**config.mk**
```make
export PLATFORM = sky130hd
export DESIGN_NAME = axis_pixels_sequencer_flat
export DESIGN_NICKNAME = d
export VERILOG_FILES = /design/src/rtl/axis_pixels_seq_pkg.sv /design/src/rtl/axis_pixels_sequencer_if.sv /design/src/rtl/axis_pixels_sequencer_reg.sv /design/src/rtl/axis_pixels_sequencer.sv /design/src/flat_wrapper.sv
export SDC_FILE = /design/constraint.sdc
export NUM_CORES = 1
export LEC_CHECK = 0
export BUFFER_PORTS_ARGS = -buffer_cell sky130_fd_sc_hd__buf_4
export CAP_MARGIN = 30
export CORE_UTILIZATION = 49
export CTS_CLUSTER_SIZE = 20
export DETAILED_ROUTE_END_ITERATION = 8
export PLACE_DENSITY = 0.83
export SLEW_MARGIN = 5
export SYNTH_ARGS = -nofsm -noshare
export SYNTH_HDL_FRONTEND = slang
export SYNTH_HIERARCHICAL = 1
export SYNTH_SLANG_ARGS = --single-unit
export TNS_END_PERCENT = 20
```
**constraint.sdc**
```tcl
create_clock -name aclk -period 6.7 [get_ports aclk]
set_input_delay 1.005 -clock aclk [delete_from_list [all_inputs] [get_ports aclk]]
set_output_delay 1.005 -clock aclk [all_outputs]
set_load 0.01 [all_outputs]
```
**src/rtl/axis_pixels_seq_pkg.sv**
```systemverilog
// Shared types for the pixel sequencer: FSM states and the packed per-image
// config header that precedes every image on the pixel stream.
package axis_pixels_seq_pkg;

  localparam int BITS_KH2           = 2;
  localparam int BITS_KW2           = 2;
  localparam int BITS_SH            = 2;
  localparam int BITS_IM_SHIFT_REGS = 5;

  typedef enum logic [1:0] {
    S_IDLE,
    S_HEADER,
    S_STREAM
  } state_t;

  // is_not_max lands at bit 0 of the header beat.
  typedef struct packed {
    logic [BITS_IM_SHIFT_REGS-1:0] words;
    logic [BITS_SH-1:0]            sh_1;
    logic [BITS_KW2-1:0]           kw2;
    logic [BITS_KH2-1:0]           kh2;
    logic                          is_lrelu;
    logic                          is_max;
    logic                          is_not_max;
  } cfg_t;

  localparam int CFG_WIDTH = $bits(cfg_t);

  function automatic cfg_t pack_cfg(
    input logic [2:0]                    flags,
    input logic [BITS_KH2-1:0]           kh2,
    input logic [BITS_KW2-1:0]           kw2,
    input logic [BITS_SH-1:0]            sh_1,
    input logic [BITS_IM_SHIFT_REGS-1:0] words
  );
    cfg_t c;
    c.words      = words;
    c.sh_1       = sh_1;
    c.kw2        = kw2;
    c.kh2        = kh2;
    c.is_lrelu   = flags[2];
    c.is_max     = flags[1];
    c.is_not_max = flags[0];
    return c;
  endfunction

endpackage

```
**src/rtl/axis_pixels_sequencer_if.sv**
```systemverilog
// AXI-stream style pixel bus used on both sides of the sequencer.
interface axis_pixels_sequencer_if #(
  parameter int W = 64
) ();
  // A beat transfers on a rising clock edge where valid && ready. Once valid
  // is raised, the master holds valid/data/keep/last stable until that edge.
  logic           valid;
  logic           ready;
  logic [W-1:0]   data;
  logic [W/8-1:0] keep;
  logic           last;

  modport master (output valid, data, keep, last, input ready);
  modport slave  (input valid, data, keep, last, output ready);
endinterface

```
**src/rtl/axis_pixels_sequencer_reg.sv**
```systemverilog
// Enabled register primitive with asynchronous active-low clear.
module axis_pixels_sequencer_reg #(
  parameter int W = 1
) (
  input  logic         clk,
  input  logic         rst_n,
  input  logic         en,
  input  logic [W-1:0] d,
  output logic [W-1:0] q
);
  always_ff @(posedge clk or negedge rst_n) begin
    if (!rst_n) q <= '0;
    else if (en) q <= d;
  end
endmodule

```
**src/rtl/axis_pixels_sequencer.sv**
```systemverilog
// Per-layer sequencer: for each image emits a config header beat followed by
// the image's pixel beats. Optional stream checker: AXIS_PIXELS_SEQ_CHECK_EN.
module axis_pixels_sequencer
  import axis_pixels_seq_pkg::*;
#(
  parameter int S_PIXELS_WIDTH_LF = 64,
  parameter int BITS_BEATS        = 20,
  parameter int BITS_IMAGES       = 12
) (
  input  logic                          aclk,
  input  logic                          aresetn,
  input  logic                          cmd_valid,
  output logic                          cmd_ready,
  input  logic [2:0]                    cmd_flags,
  input  logic [BITS_KH2-1:0]           cmd_kh2,
  input  logic [BITS_KW2-1:0]           cmd_kw2,
  input  logic [BITS_SH-1:0]            cmd_sh_1,
  input  logic [BITS_IM_SHIFT_REGS-1:0] cmd_words,
  input  logic [BITS_BEATS-1:0]         cmd_beats_1,
  input  logic [BITS_IMAGES-1:0]        cmd_images_1,
  axis_pixels_sequencer_if.slave        s,
  axis_pixels_sequencer_if.master       m,
  output logic                          done,
  output logic                          busy,
  output state_t                        state
`ifdef AXIS_PIXELS_SEQ_CHECK_EN
  ,
  output logic                          err,
  output logic [BITS_IMAGES-1:0]        err_img
`endif
);

  localparam int KEEP_W = S_PIXELS_WIDTH_LF / 8;

  cfg_t                   cfg;
  logic [BITS_BEATS-1:0]  beats_1;
  logic [BITS_IMAGES-1:0] images_1;

  logic [BITS_BEATS-1:0]  beat_cnt, beat_d;
  logic [BITS_IMAGES-1:0] img_cnt, img_d;
  logic                   beat_en, img_en;
  logic                   accept, m_fire, stream_fire, last_beat, final_img;

  assign accept      = (state == S_IDLE) && cmd_valid;
  assign m_fire      = m.valid && m.ready;
  assign stream_fire = (state == S_STREAM) && m_fire;
  assign last_beat   = (beat_cnt == beats_1);
  assign final_img   = (img_cnt == images_1);
  assign busy        = (state != S_IDLE);

  assign beat_en = accept || stream_fire;
  assign beat_d  = (accept || last_beat) ? '0 : beat_cnt + BITS_BEATS'(1);
  assign img_en  = accept || (stream_fire && last_beat && !final_img);
  assign img_d   = accept ? '0 : img_cnt + BITS_IMAGES'(1);

  axis_pixels_sequencer_reg #(.W(BITS_BEATS)) u_beat_cnt (
    .clk(aclk), .rst_n(aresetn), .en(beat_en), .d(beat_d), .q(beat_cnt)
  );

  axis_pixels_sequencer_reg #(.W(BITS_IMAGES)) u_img_cnt (
    .clk(aclk), .rst_n(aresetn), .en(img_en), .d(img_d), .q(img_cnt)
  );

  // Stream state is a pure passthrough so pixels see no added latency.
  always_comb begin
    cmd_ready = 1'b0;
    s.ready   = 1'b0;
    m.valid   = 1'b0;
    m.data    = '0;
    m.keep    = '0;
    m.last    = 1'b0;
    case (state)
      S_IDLE: cmd_ready = 1'b1;
      S_HEADER: begin
        m.valid = 1'b1;
        m.data  = {{(S_PIXELS_WIDTH_LF-CFG_WIDTH){1'b0}}, cfg};
        m.keep  = {KEEP_W{1'b1}};
      end
      S_STREAM: begin
        m.valid = s.valid;
        s.ready = m.ready;
        m.data  = s.data;
        m.keep  = s.keep;
        m.last  = last_beat;
      end
      default: ;
    endcase
  end

  always_ff @(posedge aclk or negedge aresetn) begin
    if (!aresetn) begin
      state    <= S_IDLE;
      cfg      <= '0;
      beats_1  <= '0;
      images_1 <= '0;
      done     <= 1'b0;
    end else begin
      done <= 1'b0;
      case (state)
        S_IDLE: if (cmd_valid) begin
          cfg      <= pack_cfg(cmd_flags, cmd_kh2, cmd_kw2, cmd_sh_1, cmd_words);
          beats_1  <= cmd_beats_1;
          images_1 <= cmd_images_1;
          state    <= S_HEADER;
        end
        S_HEADER: if (m.ready) state <= S_STREAM;
        S_STREAM: if (m_fire && last_beat) begin
          if (final_img) begin
            done  <= 1'b1;
            state <= S_IDLE;
          end else begin
            state <= S_HEADER;
          end
        end
        default: state <= S_IDLE;
      endcase
    end
  end

`ifdef AXIS_PIXELS_SEQ_CHECK_EN
  // Counter framing is authoritative; the DMA marker is only cross-checked.
  always_ff @(posedge aclk or negedge aresetn) begin
    if (!aresetn) begin
      err     <= 1'b0;
      err_img <= '0;
    end else if (stream_fire && (s.last != last_beat) && !err) begin
      err     <= 1'b1;
      err_img <= img_cnt;
    end
  end
`else
  logic unused_s_last;
  assign unused_s_last = s.last;
`endif

endmodule

```
**src/flat_wrapper.sv**
```systemverilog
// flat-port wrapper written by rule: the top's interface ports become plain ports
module axis_pixels_sequencer_flat import axis_pixels_seq_pkg::*;
#(
  parameter int S_PIXELS_WIDTH_LF = 64,
  parameter int BITS_BEATS        = 20,
  parameter int BITS_IMAGES       = 12
)
  (aclk, aresetn, cmd_valid, cmd_ready, cmd_flags, cmd_kh2, cmd_kw2, cmd_sh_1, cmd_words, cmd_beats_1, cmd_images_1, done, busy, state, s_valid, s_data, s_keep, s_last, s_ready, m_valid, m_data, m_keep, m_last, m_ready);
  axis_pixels_sequencer_if #(.W((64))) s_i ();
  axis_pixels_sequencer_if #(.W((64))) m_i ();
  input  logic aclk;
  input  logic aresetn;
  input  logic cmd_valid;
  output logic cmd_ready;
  input  logic [2:0] cmd_flags;
  input  logic [BITS_KH2-1:0] cmd_kh2;
  input  logic [BITS_KW2-1:0] cmd_kw2;
  input  logic [BITS_SH-1:0] cmd_sh_1;
  input  logic [BITS_IM_SHIFT_REGS-1:0] cmd_words;
  input  logic [BITS_BEATS-1:0] cmd_beats_1;
  input  logic [BITS_IMAGES-1:0] cmd_images_1;
  output logic done;
  output logic busy;
  output state_t state;
  input wire logic [$bits(s_i.valid)-1:0] s_valid;
  input wire logic [$bits(s_i.data)-1:0] s_data;
  input wire logic [$bits(s_i.keep)-1:0] s_keep;
  input wire logic [$bits(s_i.last)-1:0] s_last;
  output wire logic [$bits(s_i.ready)-1:0] s_ready;
  output wire logic [$bits(m_i.valid)-1:0] m_valid;
  output wire logic [$bits(m_i.data)-1:0] m_data;
  output wire logic [$bits(m_i.keep)-1:0] m_keep;
  output wire logic [$bits(m_i.last)-1:0] m_last;
  input wire logic [$bits(m_i.ready)-1:0] m_ready;
  assign s_i.valid = s_valid;
  assign s_i.data = s_data;
  assign s_i.keep = s_keep;
  assign s_i.last = s_last;
  assign s_ready = s_i.ready;
  assign m_valid = m_i.valid;
  assign m_data = m_i.data;
  assign m_keep = m_i.keep;
  assign m_last = m_i.last;
  assign m_i.ready = m_ready;
  axis_pixels_sequencer #(.S_PIXELS_WIDTH_LF(S_PIXELS_WIDTH_LF), .BITS_BEATS(BITS_BEATS), .BITS_IMAGES(BITS_IMAGES)) u_core (.aclk(aclk), .aresetn(aresetn), .cmd_valid(cmd_valid), .cmd_ready(cmd_ready), .cmd_flags(cmd_flags), .cmd_kh2(cmd_kh2), .cmd_kw2(cmd_kw2), .cmd_sh_1(cmd_sh_1), .cmd_words(cmd_words), .cmd_beats_1(cmd_beats_1), .cmd_images_1(cmd_images_1), .s(s_i), .m(m_i), .done(done), .busy(busy), .state(state));
endmodule
```
# --- Word level (Yosys, flattened, before mapping) ---
# Cells that the tools add are included.
totals:
  regBits: 81
  inputBits: 124
  output_inout_bits: 80
  wordCells: 52
op_classes:
  addsub: 2
  n_eq_ne: 7
  mux: 16
  reduce_logical: 14
ops:
  columns: ["operator", "n"]
  rows:
  - ["64-bit one-hot mux with 2 select lines", 1]
  - ["20-bit by 1-bit adder with 20-bit output, second input constant", 1]
  - ["20-bit equality test", 1]
  - ["20-bit 2-to-1 mux", 1]
  - ["8-bit one-hot mux with 2 select lines", 1]
  - ["12-bit by 1-bit adder with 12-bit output, second input constant", 1]
  - ["12-bit equality test", 1]
  - ["12-bit 2-to-1 mux", 1]
  - ["1-bit 2-to-1 mux", 7]
  - ["1-bit logical AND", 6]
  - ["2-bit 2-to-1 mux", 3]
  - ["2-bit != test, second input constant", 3]
  - ["2-bit one-hot mux with 3 select lines", 1]
  - ["1-bit logical OR", 3]
  - ["3-bit AND reduction", 1]
  - ["2-bit by 1-bit equality test with 1-bit output, second input constant", 1]
  - ["2-bit equality test, second input constant", 1]
  - ["2-bit logical NOT", 1]
  - ["1-bit one-hot mux with 2 select lines", 1]
  - ["2-bit AND reduction", 1]
  - ["2-bit nonzero test", 1]
  - ["1-bit logical NOT", 1]

# --- Longest topological paths before layout ---
logic_depth:
  ltp_word: 7
  ltp_mapped: 9
  depth_no_buf: 7

# --- By module ---
# Netlist, hierarchy kept.
by_module_without_submodules:
  columns: ["mod", "n_inst", "cells_per_inst", "area_per_inst_um2", "seq_area_each_um2"]
  rows:
  - ["axis_pixels_sequencer", 1, 493, 3677.3, 1226.2]
  - ["axis_pixels_sequencer_reg (u_core.u_beat_cnt)", 1, 42, 823.3, 500.5]
  - ["axis_pixels_sequencer_reg (u_core.u_img_cnt)", 1, 25, 484.2, 300.3]

# --- Worst setup path after synthesis ---
# No wires, ideal clock.
synth_timing:
  path_type: "register to output"
  from: "register u_core.state[0]"
  to: "output port m_data[10]"
  t_arrival_ns: 1.563
  required_time_ns: 5.695
  slack_ns: 4.132
  path_stages_with_launch: 7
  path_cell_list: "dfrtp_1 -> inv_1 -> ha_1 -> clkbuf_1 -> buf_1 -> a22oi_1 -> nor2b_1"
synth_via:
  elab_chain_cells: 2
  elab_cells_between_ends: 3
  classes_between: "2 x eq/ne; 1 x mux"
synth_rtl:
  columns: ["element", "line_no", "source"]
  rows:
  - ["start: declaration", "axis_pixels_sequencer.sv:25", "output state_t state"]
  - ["start signal: assignment", "axis_pixels_sequencer.sv:92", "state <= S_IDLE;"]
  - ["start signal: assignment", "axis_pixels_sequencer.sv:104", "state <= S_HEADER;"]
  - ["start signal: assignment", "axis_pixels_sequencer.sv:106", "S_HEADER: if (m.ready) state <= S_STREAM;"]
  - ["2-bit equality test / 2-bit by 1-bit equality test with 1-bit output (equally long branches)", "axis_pixels_sequencer.sv:72", "case (state)"]
  - ["64-bit one-hot mux with 2 select lines *", "axis_pixels_sequencer.sv:72", null]
  - ["end: declaration", "flat_wrapper.sv:31", "output wire logic [$bits(m_i.data)-1:0] m_data;"]
# Every way passes the cells marked *; elsewhere a longest branch is shown, timed or not.

# --- Final worst setup path ---
layout_timing:
  from: "register u_core.state[1]"
  to: "output port m_data[3]"
# The elaborated chain is that of the path after synthesis.

==> impl_metrics.tcl <==
set metrics [dict create \
    remaining_drc_errors 0 \
    synth_area_leaders "dfrtp_1, nand2_1, mux2_4, xnor2_1, and2_1" \
    gp_congestion 0.803 \
    clock_latency_ps 370 \
    tritoncts "done" \
    rsz0062_at_grt "no" \
    htreeDepth 3 \
    min_path_type "reg2reg" \
    rows 36 \
    synth_edf_count 0 \
    synth-async-reset-ratio_pct 100 \
    wl_per_cell_um 16.1 \
    area_growth_pct 37.2 \
    cts-resized-gates 0 \
    cts_buffer_depth 2 \
    worst_pin_slew_ps 943 \
    ys_types 38 \
    fin_crit_ps 3340 \
    cts_hold_buf 0 \
    yosys.area.top_type "dfrtp_1" \
    syn_area_per_cell_um2 8.90 \
    slew_headroom_pct 37.1 \
    dominantRegCellSynth "dfrtp_1" \
    fin_nets 877 \
    ys_ff_latch 81 \
    hold_viol 0 \
    io_buffers 202 \
    ys_seq_area_share_pct 40.7 \
    die_area_um2 10600 \
    cp_data_required_time_ps 5690 \
    place_area_um2 6610 \
    yosysTopAreaCellShare_pct 40.7 \
    max_clock_freq_mhz 299 \
    critPathArrivalTime_ps 2330 \
    vias 4469 \
    first_pass_iters 5 \
    drive_gt1_share_pct 35.8 \
    design.core.area_um2 9820 \
    cts_buffers 9 \
    routed_wl_um 14300 \
    post-place-ws_ps 3560 \
    end_kind "output pin" \
    worst_slack_ps 3360 \
    syn_nets 690 \
    grt_pass1_vias 4390 \
    path_class "reg2out" \
    fillCellCount 779 \
    critPathMaxFanout 25 \
    setup_tns_ps 0 \
    run_status "completed" \
    start_kind "flop" \
    seq_area_um2 2030 \
    clock-sinks 81 \
    postSynthCellCount 560 \
    final_antenna_net_count 0 \
    die_w_um 103 \
    io_pins 204 \
    grtUsageTotal_pct 27.9 \
    drv_cap 0 \
    syn_area_um2 4980 \
    die_h_um 103 \
    fin_crit_sh_pct 49.8 \
    p_leak_nw 3.40 \
    drt_iter0_drc 178 \
    skew_ps 13.0 \
    dp_hpwl_um 10900 \
    stdcell_area_um2 6840 \
    ys_warn_count 6 \
    vdd_drop_max_mv 0.258 \
    start_util_pct 50.8 \
    grt_max_degree 77 \
    powerDensity_nw_per_um2 355 \
    post_cts_buffers 0 \
    multiInputGateArea_um2 2770 \
    grt_overflow_total 0 \
    grt_pass1_wl_um 22200 \
    drv_slew 0 \
    post-route-util_pct 69.6 \
    antenna_found_initial 3 \
    setup_viol 0 \
    path_clk_slew_ps 80 \
    clock_tree.root_cell "clkbuf_8" \
    viasPerCell 5.03 \
]
[through the flow]
step / hold WS, ps / cells / power [mW]
after detailed placement: 467 / 868 / 2.05
after CTS: 489 / 884 / 2.44
final: 490 / 888 / 2.43
after global placement: 460 / 865 / 2.00
after global routing: 510 / 885 / 2.60
after floorplan: 446 / 560 / 1.58
[area by class of cell]
class / instances / area share, %
antenna: 3 / 0.110
tap: 133 / 2.43
inverter: 10 / 0.549
multi-input combinational: 437 / 40.5
sequential: 81 / 29.6
clock buffer: 9 / 1.81
timing repair buffer: 208 / 23.8
clock inverter: 7 / 1.17
[worst max-delay path, cell delays in order, from the launching register on]
cell,delay [ps]
dfrtp_1,440
inv_1,100
ha_1,780
a22oi_1,220
nor2b_1,270
buf_4,170
[cells by family after synthesis]
kind of cell	after synthesis	share of synthesized area, %
buffers and inverters	42	3.97
XOR/XNOR	57	10.0
AO/OA/AOI/OAI	33	4.19
adder cells (fa/ha/maj)	6	1.51
multiplexers	34	9.94
flip-flops	81	40.7
AND/OR/NAND/NOR	307	29.7
[final timing paths]
path	slack [ps]	to	cells after the start	startpoint
setup / recovery	3360	m_data[3]	5	u_core/state[1]
hold / removal	490	u_core/cfg[7]	2	u_core/cfg[7]
setup reg to reg	3780	u_core/u_beat_cnt/q[14]	8	u_core/state[1]
hold reg to reg	490	u_core/cfg[7]	2	u_core/cfg[7]
max in group asynchronous	5530	u_core/u_img_cnt/q[5]	2	aresetn
min in group asynchronous	580	u_core/beats_1[17]	1	aresetn
[layer usage]
metal	track usage, %	part of all wire [%]	up-vias
met1	35.7	41	2139
met2	44.8	49	133
met3	10.7	8.6	13
met4	6.83	1.1	2
li1	-	-	2182
met5	0	0.12	-
[Yosys cell counts (3+ instances only)]
| cell type | count |
|---|---|
| buf_1 | 5 |
| o21ai_0 | 3 |
| nand4_1 | 13 |
| xnor2_1 | 46 |
| and2_1 | 53 |
| nor3_1 | 7 |
| nand2_1 | 150 |
| inv_1 | 10 |
| nand2b_1 | 3 |
| a22oi_1 | 14 |
| ha_1 | 6 |
| clkbuf_1 | 19 |
| xor2_1 | 11 |
| nand3_1 | 9 |
| a21oi_1 | 12 |
| mux2_2 | 4 |
| dfrtp_1 | 81 |
| buf_6 | 4 |
| nor2_1 | 34 |
| mux2_4 | 30 |
| nor2b_1 | 23 |
| or3_1 | 3 |
[sequential cells by signal (all words and copies together) (netlist names)]
name / cells
u_core/done: 1
u_core/state: 2
u_core/beats_1: 20
u_core/u_img_cnt/q: 12
u_core/u_beat_cnt/q: 20
u_core/images_1: 12
u_core/cfg: 14
[cells in the final DEF (no fill, tap or decap), types with 2 or more instances in the layout]
| master | count |
|---|---|
| buf_4 | 204 |
| nand2_1 | 150 |
| dfrtp_1 | 81 |
| and2_1 | 52 |
| xnor2_1 | 46 |
| nor2_1 | 34 |
| mux2_4 | 30 |
| nor2b_1 | 23 |
| a22oi_1 | 14 |
| nand4_1 | 13 |
| a21oi_1 | 12 |
| xor2_1 | 11 |
| inv_1 | 10 |
| clkbuf_8 | 9 |
| nand3_1 | 9 |
| nor3_1 | 7 |
| ha_1 | 5 |
| mux2_2 | 4 |
| diode_2 | 3 |
| clkinv_4 | 3 |
| o21ai_0 | 3 |
| or3_1 | 3 |
| nand2b_1 | 3 |
| clkinvlp_4 | 2 |
| and3_1 | 2 |
| and3_2 | 2 |
| buf_12 | 2 |
| buf_16 | 2 |
[power by group]
| part | internal [mW] | switching, mW |
|---|---|---|
| clock | 0.175 | 0.195 |
| combinational | 0.632 | 0.630 |
| sequential | 0.649 | 0.148 |
| total | 1.46 | 0.973 |
No activity file was read; power rests on OpenSTA's default activity.
